--- config.mk ---
export PLATFORM = sky130hd
export DESIGN_NAME = smoldvi_timing_gen
export DESIGN_NICKNAME = d
export VERILOG_FILES = /design/src/rtl/smoldvi_timing_gen.sv
export SDC_FILE = /design/constraint.sdc
export NUM_CORES = 1
export LEC_CHECK = 0
export ABC_AREA = 0
export CORE_ASPECT_RATIO = 0.7
export CORE_UTILIZATION = 62
export CTS_BUF_LIST = sky130_fd_sc_hd__clkbuf_8
export DETAILED_ROUTE_END_ITERATION = 7
export DONT_BUFFER_PORTS = 1
export GPL_ROUTABILITY_DRIVEN = 1
export PLACE_DENSITY_LB_ADDON = 0.15
export RECOVER_POWER = 50
export SYNTH_ARGS = -nofsm -noshare
export SYNTH_HDL_FRONTEND = slang
export SYNTH_SLANG_ARGS = --single-unit
--- constraint.sdc ---
create_clock -name clk_pix -period 3.7 [get_ports clk_pix]
set_clock_uncertainty 0.05 [all_clocks]
set_input_delay 0.74 -clock clk_pix [delete_from_list [all_inputs] [get_ports clk_pix]]
set_output_delay 0.74 -clock clk_pix [all_outputs]
set_load 0.01 [all_outputs]
--- src/rtl/smoldvi_timing_gen.sv ---
// Raster timing generator: early (x, y, req, sol, sof) coordinates for the pixel
// source, plus den/hsync/vsync delayed DELAY cycles to align with fetched pixels.
module smoldvi_timing_gen #(
    parameter int H_ACTIVE   = 640,
    parameter int H_FP       = 16,
    parameter int H_SYNC     = 96,
    parameter int H_BP       = 48,
    parameter int V_ACTIVE   = 480,
    parameter int V_FP       = 10,
    parameter int V_SYNC     = 2,
    parameter int V_BP       = 33,
    parameter int HS_POL     = 0,
    parameter int VS_POL     = 0,
    parameter int DELAY      = 2,
    parameter int COORD_BITS = 12
) (
    input  logic                  clk_pix,
    input  logic                  rst_pix,
    output logic [COORD_BITS-1:0] x,
    output logic [COORD_BITS-1:0] y,
    output logic                  req,
    output logic                  sol,
    output logic                  sof,
    output logic                  den,
    output logic                  hsync,
    output logic                  vsync
);

    localparam int H_TOTAL  = H_ACTIVE + H_FP + H_SYNC + H_BP;
    localparam int V_TOTAL  = V_ACTIVE + V_FP + V_SYNC + V_BP;
    localparam int HS_START = H_ACTIVE + H_FP;
    localparam int HS_END   = H_ACTIVE + H_FP + H_SYNC;
    localparam int VS_START = V_ACTIVE + V_FP;
    localparam int VS_END   = V_ACTIVE + V_FP + V_SYNC;

    localparam logic [COORD_BITS-1:0] H_LAST = COORD_BITS'(H_TOTAL - 1);
    localparam logic [COORD_BITS-1:0] V_LAST = COORD_BITS'(V_TOTAL - 1);
    localparam logic HS_ACT = (HS_POL != 0);
    localparam logic VS_ACT = (VS_POL != 0);

    // Bad parameter sets are rejected at elaboration, never handled at runtime.
    if (H_ACTIVE < 1 || H_SYNC < 1 || V_ACTIVE < 1 || V_SYNC < 1 ||
        H_FP < 0 || H_BP < 0 || V_FP < 0 || V_BP < 0) begin : g_bad_region
        $error("smoldvi_timing_gen: active/sync regions must be non-empty");
    end
    if (DELAY < 1 || DELAY > 15) begin : g_bad_delay
        $error("smoldvi_timing_gen: DELAY must be 1..15");
    end
    if (H_TOTAL > (1 << COORD_BITS) || V_TOTAL > (1 << COORD_BITS)) begin : g_bad_width
        $error("smoldvi_timing_gen: COORD_BITS too small for raster");
    end

    logic [COORD_BITS-1:0] h_q, h_d;
    logic [COORD_BITS-1:0] v_q, v_d;
    logic                  req_q, req_d;
    logic                  sol_q, sol_d;
    logic                  sof_q, sof_d;
    logic                  hs_e_q, hs_e_d;
    logic                  vs_e_q, vs_e_d;
    logic                  h_wrap;

    always_comb begin
        h_wrap = (h_q == H_LAST);
        h_d    = h_wrap ? '0 : h_q + 1'b1;
        v_d    = v_q;
        if (h_wrap) begin
            v_d = (v_q == V_LAST) ? '0 : v_q + 1'b1;
        end
        // Decode the coming position so the flags land in the same cycle as x/y.
        req_d  = (int'(h_d) < H_ACTIVE) && (int'(v_d) < V_ACTIVE);
        sol_d  = (h_d == '0) && (int'(v_d) < V_ACTIVE);
        sof_d  = (h_d == '0) && (v_d == '0);
        hs_e_d = (int'(h_d) >= HS_START) && (int'(h_d) < HS_END);
        vs_e_d = (int'(v_d) >= VS_START) && (int'(v_d) < VS_END);
    end

    always_ff @(posedge clk_pix) begin
        if (rst_pix) begin
            h_q    <= H_LAST;
            v_q    <= V_LAST;
            req_q  <= 1'b0;
            sol_q  <= 1'b0;
            sof_q  <= 1'b0;
            hs_e_q <= 1'b0;
            vs_e_q <= 1'b0;
        end else begin
            h_q    <= h_d;
            v_q    <= v_d;
            req_q  <= req_d;
            sol_q  <= sol_d;
            sof_q  <= sof_d;
            hs_e_q <= hs_e_d;
            vs_e_q <= vs_e_d;
        end
    end

    // Sync stages carry the polarity-applied level so the outputs are plain flops.
    logic [DELAY-1:0] den_pipe_q;
    logic [DELAY-1:0] hs_pipe_q;
    logic [DELAY-1:0] vs_pipe_q;

    genvar gi;
    generate
        for (gi = 0; gi < DELAY; gi++) begin : g_stage
            logic den_in, hs_in, vs_in;
            if (gi == 0) begin : g_head
                assign den_in = req_q;
                assign hs_in  = hs_e_q ? HS_ACT : ~HS_ACT;
                assign vs_in  = vs_e_q ? VS_ACT : ~VS_ACT;
            end else begin : g_body
                assign den_in = den_pipe_q[gi-1];
                assign hs_in  = hs_pipe_q[gi-1];
                assign vs_in  = vs_pipe_q[gi-1];
            end
            always_ff @(posedge clk_pix) begin
                if (rst_pix) begin
                    den_pipe_q[gi] <= 1'b0;
                    hs_pipe_q[gi]  <= ~HS_ACT;
                    vs_pipe_q[gi]  <= ~VS_ACT;
                end else begin
                    den_pipe_q[gi] <= den_in;
                    hs_pipe_q[gi]  <= hs_in;
                    vs_pipe_q[gi]  <= vs_in;
                end
            end
        end
    endgenerate

    assign x     = h_q;
    assign y     = v_q;
    assign req   = req_q;
    assign sol   = sol_q;
    assign sof   = sof_q;
    assign den   = den_pipe_q[DELAY-1];
    assign hsync = hs_pipe_q[DELAY-1];
    assign vsync = vs_pipe_q[DELAY-1];

endmodule

==> impl_metrics.py, run 1 <==
metrics = {
    "run_status": {
        "status": "finished clean",
    },
    "die": {
        "die-area_um2": 3200,
        "start_util_pct": 65.8,
        "die_x_um": 67.2,
        "pin_count": 32,
        "num_rows": 16,
        "die_h_um": 47.6,
        "coreArea_um2": 2800,
    },
    "run": {
        "cap_viol_max_count": 0,
    },
    "synthesis": {
        "yosys.cell_types.count": 44,
        "ys_top_cells_by_area": "dfxtp_1, xnor2_1, nand3_1",
        "syn_area_um2": 1840,
        "synthArstFlopShare_pct": 0,
        "syn_avg_cell_area_um2": 8.05,
        "synth.largest_area_cell": "dfxtp_1",
        "synth_ff_type": "dfxtp_1",
        "synth-seq-cells": 35,
        "yosysWarnings": 0,
        "synth_fp_nets": 235,
        "yosysSeqAreaShare_pct": 38.0,
        "synthCells": 229,
        "synth_edf_count": 0,
        "synth_top_area_share_pct": 38.0,
    },
    "cells_and_area": {
        "area_growth_pct": 5.83,
        "drive_above_1_share_pct": 8.93,
        "layout.cells.non_filler": 260,
        "antenna_cells": 0,
        "nNetsFinal": 229,
    },
    "global_route": {
        "overflow": 0,
        "grt_pass1_wl_um": 6350,
        "grt_usage_pct": 27.3,
        "grt_max_degree": 31,
        "grt_pass1_vias": 1370,
        "antenna_found_initial": 0,
    },
    "worst_setup_path": {
        "worstPathBufferInverterCount": 0,
        "endpoint_kind": "flop",
        "path_cells": "ha_1 > nand4_1 > or4_1 > nor4_1 > mux2i_1 > nand3_1 > nor4bb_1",
        "timing.rr.end": "vs_e_q",
        "cp_max_fo": 15,
        "worst_setup_path_start_kind": "flop",
        "path_delay_family": "simple AND/OR/NAND/NOR gates",
        "path_depth": 7,
        "rr_startpoint": "x[0]",
        "worst_ep_required_time_ns": 3.84,
        "worstRegToRegCells": 7,
        "crit_slowest_cell": "or4_1",
        "slowest_delay_ns": 0.82,
        "regToRegSetupSlack_ns": 0.25,
        "path_class": "reg -> reg",
        "cp_data_arrival_time_ns": 3.59,
    },
    "timing": {
        "drv_slew": 0,
        "finalHoldViolCount": 0,
        "slew_headroom_pct": 61.5,
        "worst_pin_slew_ns": 0.572,
        "min_period_ns": 3.45,
        "rsz0062_at_grt": "false",
        "fin_crit_sh_pct": 93.3,
        "max_freq_mhz": 290,
        "setup_violations": 0,
        "tns_ns": 0,
    },
    "clock_tree": {
        "path_clk_slew_ns": 0.08,
        "clock-sinks": 35,
        "tritoncts": "done",
        "cts_setup_buffers": 0,
        "htreeDepth": 2,
        "clockBufferDepth": 2,
        "cts_resized": 0,
        "clk_latency_ns": 0.29,
        "numCtsBuffers": 5,
        "hold_buffers": 0,
        "cts-root-buf": "clkbuf_8",
    },
    "drt": {
        "drtIter0Drc": 128,
        "via_per_inst": 6.31,
        "wl_per_cell_um": 15.4,
        "drt.antenna.violating_nets": 0,
        "drc_errors": 0,
        "vias": 1640,
        "firstDrtPassIters": 4,
        "drt_wl_total_um": 4010,
    },
    "pwr": {
        "finalPower_uw": 1430,
        "p_leak_uw": 0.000698,
        "powerDensity_nw_per_um2": 731,
        "vdd_drop_max_v": 0.000511,
    },
    "worst_hold_path": {
        "worst_hold_startpoint": "hs_e_q",
        "hold_path.class": "reg -> reg",
        "min_path_cells": 1,
        "holdPathEnd": "g_stage[1].hs_in",
    },
    "placement": {
        "dp_hpwl_um": 2870,
        "gp_congestion": 0.933,
        "io_buffers": 0,
        "placed_cells": 252,
    },
}
==> cell usage after synthesis (all sizes together) (6+ instances only) <==
cell type and n:
a21oi 9, o21ai 7, nor2 24, inv 7
dfxtp 35, xnor2 11, xor2 6, or2 7
clkbuf 13, nor3 11, nand3 19, nor4 6
nand4 6, nand2 18
==> layout make-up <==
class / count / area (um^2)
Clock buffer: 5 / 68.8
Clock inverter: 3 / 43.8
Fill cell: 223 / 851
Inverter: 7 / 26.3
Multi-Input combinational cell: 172 / 1050
Sequential cell: 35 / 701
Tap cell: 36 / 45.0
Timing Repair Buffer: 2 / 15.0
==> worst reg2reg max path: cells and delay by family, from the launching register on <==
family | cells | cell delay (ns)
muxes | 1 | 0.32
adders and majority gates | 1 | 0.30
DFF | 1 | 0.51
and+or+nand+nor | 5 | 2.18
==> power breakdown <==
group          leakage [uW]  internal [uW]  total, uW  switching, uW
sequential         0.000285            435        579            144
combinational      0.000355            208        506            298
clock             0.0000581            200        342            141
total              0.000698            843       1430            583
==> cells by family after synthesis <==
logic type	after synthesis	share of synthesized area [%]
buffers and inverters	22	4.95
flip-flops	35	38.0
XOR/XNOR	17	8.07
AO/OA/AOI/OAI	35	12.3
multiplexers	2	1.09
AND/OR/NAND/NOR	114	32.8
adder cells (fa/ha/maj)	4	2.71
==> cells in the final DEF (no fill, tap or decap), drive strengths merged, types with 3 or more instances in the layout <==
master  count
a21oi       9
a31oi       3
clkbuf      5
dfxtp      35
ha          4
inv         7
nand2      18
nand2b      4
nand3      19
nand4       6
nor2       24
nor2b       4
nor3       11
nor4        6
o21ai       7
or2         7
or3         5
or4         5
xnor2      11
xor2        6
==> per-layer routing <==
metal	track usage, %	wire [um]
met4	8.51	34
met5	0	0
met3	10.7	372
met1	37.3	1930
met2	39.6	1670
==> how the worst max path moves through the flow <==
stage	from	end	slack [ns]
2_1_floorplan	x[0]	sof	0.89
3_3_place_gp	x[0]	sof	0.56
3_5_place_dp	x[0]	vs_e_q	0.30
4_1_cts	x[0]	vs_e_q	0.28
5_1_grt	x[0]	vs_e_q	0.03
6_report	x[0]	vs_e_q	0.25
==> per-stage QoR <==
step | hold slack [ns] | area [um^2] | utilization (%) | worst slack (ns)
3_3_place_gp | 0.306 | 1840 | 65.6 | 0.564
2_1_floorplan | 0.306 | 1840 | - | 0.890
3_5_place_dp | 0.319 | 1840 | 65.6 | 0.300
6_report | 0.326 | 1950 | 69.6 | 0.248
5_1_grt | 0.343 | 1950 | 69.6 | 0.0277
4_1_cts | 0.332 | 1950 | 69.6 | 0.276
==> flip-flops by register name, indices dropped and copies added, names as in the netlist <==
name	cells
hs_e_q	1
g_stage.vs_in	1
den	1
vsync	1
y	12
sof	1
g_stage.den_in	1
g_stage.hs_in	1
req	1
vs_e_q	1
x	12
sol	1
hsync	1
No activity file was read; power rests on OpenSTA's default activity.
==> inputs of run 2 (changes only) <==
--- a/config.mk
+++ b/config.mk
@@ -7,13 +7,13 @@
 export LEC_CHECK = 0
 export ABC_AREA = 0
 export CORE_ASPECT_RATIO = 0.7
-export CORE_UTILIZATION = 62
+export CORE_UTILIZATION = 40
 export CTS_BUF_LIST = sky130_fd_sc_hd__clkbuf_8
 export DETAILED_ROUTE_END_ITERATION = 7
 export DONT_BUFFER_PORTS = 1
 export GPL_ROUTABILITY_DRIVEN = 1
 export PLACE_DENSITY_LB_ADDON = 0.15
-export RECOVER_POWER = 50
+export RECOVER_POWER = 25
 export SYNTH_ARGS = -nofsm -noshare
 export SYNTH_HDL_FRONTEND = slang
 export SYNTH_SLANG_ARGS = --single-unit
==> impl_metrics.py, run 2 (synthesis gave the netlist of run 1 again) <==
metrics = {
    "die": {
        "pin_count": 32,
        "start_util_pct": 42.1,
        "coreArea_um2": 4380,
        "num_rows": 20,
        "die_h_um": 58.8,
        "die-area_um2": 4890,
        "die_x_um": 83.2,
    },
    "timing": {
        "finalHoldViolCount": 0,
        "setup_violations": 0,
        "max_freq_mhz": 316,
        "tns_ns": 0,
        "min_period_ns": 3.17,
        "layout_setup_ws_ns": 0.531,
        "drv_slew": 0,
        "slew_headroom_pct": 66.7,
        "fin_crit_sh_pct": 85.6,
        "rsz0062_at_grt": "false",
        "holdWs_ns": 0.334,
        "worst_pin_slew_ns": 0.494,
    },
    "pwr": {
        "p_int_uw": 856,
        "p_leak_uw": 0.000708,
        "p_sw_share_pct": 41.2,
        "vdd_drop_max_v": 0.000298,
        "switchingPower_uw": 600,
        "pwr-share-seq_pct": 39.5,
        "p_clk_share_pct": 23.7,
        "powerDensity_nw_per_um2": 729,
        "combPwrFrac_pct": 36.8,
    },
    "worst_setup_path": {
        "regToRegSetupSlack_ns": 0.53,
        "path_class": "reg -> reg",
        "endpoint_kind": "flop",
        "cp_max_fo": 7,
        "cp_data_arrival_time_ns": 3.32,
        "worst_setup_path_start_kind": "flop",
        "worst_ep_required_time_ns": 3.85,
    },
    "global_route": {
        "grt_max_degree": 31,
        "grt_usage_pct": 19.0,
        "antenna_found_initial": 0,
        "overflow": 0,
        "grt_pass1_vias": 1346,
        "grt_pass1_wl_um": 7090,
    },
    "cells_and_area": {
        "fillers": 424,
        "area_growth_pct": 8.28,
        "final_core_util_pct": 45.6,
        "final_cell_mix": "dfxtp_1, nor2_1, nand3_1",
        "nNetsFinal": 231,
        "layout_commonest_cell": "dfxtp_1",
        "antenna_cells": 0,
        "drive_above_1_share_pct": 10.2,
        "final_area_um2": 2000,
    },
    "placement": {
        "dp_hpwl_um": 3130,
        "gp_congestion": 0.802,
        "dp_slack_ns": 0.552,
        "dpl-instance-area_um2": 1880,
        "io_buffers": 0,
    },
    "drt": {
        "wl_per_cell_um": 15.7,
        "wl_met1_um": 2350,
        "via_per_inst": 5.74,
        "maxUsedRoutingLayer": "met4",
        "drt_wl_total_um": 4400,
        "wl_met3_um": 262,
        "dr_wl_met2_um": 1720,
        "firstDrtPassIters": 4,
        "drtIter0Drc": 163,
        "drt.antenna.violating_nets": 0,
        "drc_errors": 0,
        "vias": 1612,
    },
    "clock_tree": {
        "numCtsBuffers": 5,
        "cts_setup_buffers": 0,
        "clk_latency_ns": 0.29,
        "clockBufferDepth": 2,
        "path_clk_slew_ns": 0.07,
        "cts-root-buf": "clkbuf_8",
        "cts_resized": 0,
        "tritoncts": "done",
        "clock-sinks": 35,
        "htreeDepth": 2,
        "hold_buffers": 0,
    },
    "run_status": {
        "status": "finished clean",
    },
    "worst_hold_path": {
        "hold_path.class": "reg -> reg",
    },
    "run": {
        "cap_viol_max_count": 0,
    },
}
-- run 2: power groups by stage --
stage | clock network (uW) | logic, uW | registers, uW
after CTS | 357 | 534 | 574
final | 345 | 535 | 575
after global placement | 0 | 533 | 584
after detailed placement | 0 | 531 | 583
after floorplan | 0 | 448 | 518
after global routing | 373 | 599 | 586
-- run 2: area by class of cell --
type / count / area, um^2 / area share, %
multi-input combinational: 172 / 1060 / 53.0
sequential: 35 / 701 / 35.1
clock buffer: 5 / 68.8 / 3.45
tap: 55 / 68.8 / 3.45
clock inverter: 3 / 43.8 / 2.19
timing repair buffer: 4 / 30.0 / 1.50
inverter: 7 / 26.3 / 1.32
-- run 2: path summary, 6_finish.rpt --
| kind | start | end | depth (start not counted) |
|---|---|---|---|
| worst min-delay path | hs_e_q | g_stage[1].hs_in | 1 |
| worst min register to register | hs_e_q | g_stage[1].hs_in | 1 |
| worst max-delay path | x[1] | vs_e_q | 7 |
| worst max register to register | x[1] | vs_e_q | 7 |
-- run 2: per-layer routing --
metal  global-route usage, %  vias to the layer above
li1                        -                      810
met4                    7.88                        0
met1                    28.2                      739
met5                       0                        -
met3                    6.17                       10
met2                    24.8                       53
-- run 2: through the flow --
stage / power [uW] / instances
finish: 1460 / 281
global route: 1560 / 281
CTS: 1470 / 281
detailed placement: 1110 / 273
global placement: 1120 / 273
floorplan: 966 / 229
-- run 2: critical path: stages, from the launching register on --
cell,delay (ns)
dfxtp_1,0.49
ha_1,0.31
nand4_1,0.30
or4_1,0.72
nor4_1,0.53
mux2i_1,0.30
nand3_1,0.14
nor4bb_1,0.24
==> inputs of run 3 (changes only) <==
--- a/config.mk
+++ b/config.mk
@@ -6,13 +6,14 @@
 export NUM_CORES = 1
 export LEC_CHECK = 0
 export ABC_AREA = 0
+export ABC_CLOCK_PERIOD_IN_PS = 3700
 export CORE_ASPECT_RATIO = 0.7
-export CORE_UTILIZATION = 40
+export CORE_UTILIZATION = 33
 export CTS_BUF_LIST = sky130_fd_sc_hd__clkbuf_8
 export DETAILED_ROUTE_END_ITERATION = 7
 export DONT_BUFFER_PORTS = 1
 export GPL_ROUTABILITY_DRIVEN = 1
-export PLACE_DENSITY_LB_ADDON = 0.15
+export PLACE_DENSITY = 0.48
 export RECOVER_POWER = 25
 export SYNTH_ARGS = -nofsm -noshare
 export SYNTH_HDL_FRONTEND = slang
==> impl_metrics.py, run 3 (synthesis gave the netlist of run 1 again) <==
metrics = {
    "placement": {
        "gp_congestion": 0.814,
        "io_buffers": 0,
        "placed_cells": 291,
        "dp_hpwl_um": 3320,
        "dp_slack_ns": 0.536,
    },
    "timing": {
        "max_freq_mhz": 312,
        "min_period_ns": 3.20,
        "slew_headroom_pct": 64.1,
        "worst_pin_slew_ns": 0.533,
        "fin_crit_sh_pct": 86.6,
        "setup_violations": 0,
        "drv_slew": 0,
        "holdWs_ns": 0.330,
        "finalHoldViolCount": 0,
        "layout_setup_ws_ns": 0.497,
        "rsz0062_at_grt": "false",
        "tns_ns": 0,
    },
    "global_route": {
        "antenna_found_initial": 0,
        "overflow": 0,
        "grt_usage_pct": 16.6,
        "grt_pass1_vias": 1402,
        "grt_max_degree": 31,
        "grt_pass1_wl_um": 7470,
    },
    "cells_and_area": {
        "final_cell_mix": "dfxtp_1, nor2_1, nand3_1",
        "nNetsFinal": 232,
        "layout_commonest_cell": "dfxtp_1",
        "antenna_cells": 0,
        "fillers": 543,
        "area_growth_pct": 10.9,
        "drive_above_1_share_pct": 10.1,
        "layout.cells.non_filler": 299,
    },
    "worst_setup_path": {
        "crit_slowest_cell": "or4_1",
        "path_class": "reg -> reg",
        "worstPathBufferInverterCount": 0,
        "worst_setup_path_start_kind": "flop",
        "slowest_delay_ns": 0.63,
        "endpoint_kind": "flop",
        "path_cells": "ha_1 > nand4_1 > or4_1 > nor4_1 > mux2i_1 > nand3_1 > nor4bb_1",
        "path_depth": 7,
        "path_delay_family": "simple AND/OR/NAND/NOR gates",
        "cp_max_fo": 8,
        "cp_data_arrival_time_ns": 3.34,
        "worst_ep_required_time_ns": 3.83,
        "worstRegToRegCells": 7,
    },
    "pwr": {
        "switchingPower_uw": 611,
        "powerDensity_nw_per_um2": 753,
        "pwr-share-seq_pct": 37.8,
        "p_leak_uw": 0.000726,
        "p_clk_share_pct": 27.0,
        "p_sw_share_pct": 39.7,
        "combPwrFrac_pct": 35.2,
        "p_int_uw": 930,
        "vdd_drop_max_v": 0.000275,
    },
    "drt": {
        "drt.antenna.violating_nets": 0,
        "wl_met1_um": 2520,
        "maxUsedRoutingLayer": "met4",
        "via_per_inst": 5.30,
        "drt_wl_total_um": 4660,
        "drtIter0Drc": 188,
        "wl_met3_um": 295,
        "dr_wl_met2_um": 1790,
        "vias": 1586,
        "wl_per_cell_um": 15.6,
        "drc_errors": 0,
        "firstDrtPassIters": 4,
    },
    "die": {
        "num_rows": 22,
        "pin_count": 32,
        "die_x_um": 91.4,
        "start_util_pct": 34.7,
        "coreArea_um2": 5310,
        "die-area_um2": 5900,
        "die_h_um": 64.5,
    },
    "run": {
        "cap_viol_max_count": 0,
    },
    "clock_tree": {
        "clk_latency_ns": 0.29,
        "htreeDepth": 2,
        "cts_setup_buffers": 0,
        "cts_resized": 0,
        "numCtsBuffers": 5,
        "clockBufferDepth": 2,
        "clock-sinks": 35,
        "path_clk_slew_ns": 0.08,
        "tritoncts": "done",
        "hold_buffers": 0,
        "cts-root-buf": "clkbuf_8",
    },
    "run_status": {
        "status": "finished clean",
    },
    "worst_hold_path": {
        "hold_path.class": "reg -> reg",
        "min_path_cells": 1,
    },
}
==> run 3: power groups by stage <==
stage          Combinational (uW)  Sequential [uW]  Clock [uW]
2_1_floorplan                 448              518           0
3_3_place_gp                  545              591           0
3_5_place_dp                  535              590           0
4_1_cts                       539              581         427
5_1_grt                       598              597         442
6_report                      542              582         416
==> run 3: final timing paths <==
| kind | startpoint | end | slack (ns) |
|---|---|---|---|
| worst max-delay path | x[0] | vs_e_q | 0.50 |
| worst min-delay path | hs_e_q | g_stage[1].hs_in | 0.33 |
| worst max register to register | x[0] | vs_e_q | 0.50 |
| worst min register to register | hs_e_q | g_stage[1].hs_in | 0.33 |
==> run 3: worst register-to-register path: stages, from the launching register on <==
cell and delay, ns:
dfxtp_1 0.52, ha_1 0.32, nand4_1 0.30, or4_1 0.63, nor4_1 0.53, mux2i_1 0.29
nand3_1 0.14, nor4bb_1 0.32
==> run 3: layout make-up <==
cell class | instances | area [um^2] | share of cell area [%]
Tap cell | 72 | 90.1 | 4.40
Clock buffer | 5 | 68.8 | 3.36
Multi-Input combinational cell | 172 | 1060 | 51.7
Clock inverter | 3 | 63.8 | 3.12
Sequential cell | 35 | 701 | 34.3
Inverter | 7 | 26.3 | 1.28
Timing Repair Buffer | 5 | 37.5 | 1.83
==> run 3: through the flow <==
stage          utilization (%)  cell area [um^2]  total power, uW
2_1_floorplan                -              1840              966
3_3_place_gp              36.0              1910             1140
3_5_place_dp              36.0              1910             1130
4_1_cts                   38.5              2050             1550
5_1_grt                   38.5              2050             1640
6_report                  38.5              2050             1540
==> run 3: layer usage <==
layer	up-vias	global-route usage, %
met4	0	7.14
li1	813	-
met2	42	21.7
met1	726	25.0
met5	-	0
met3	5	4.23
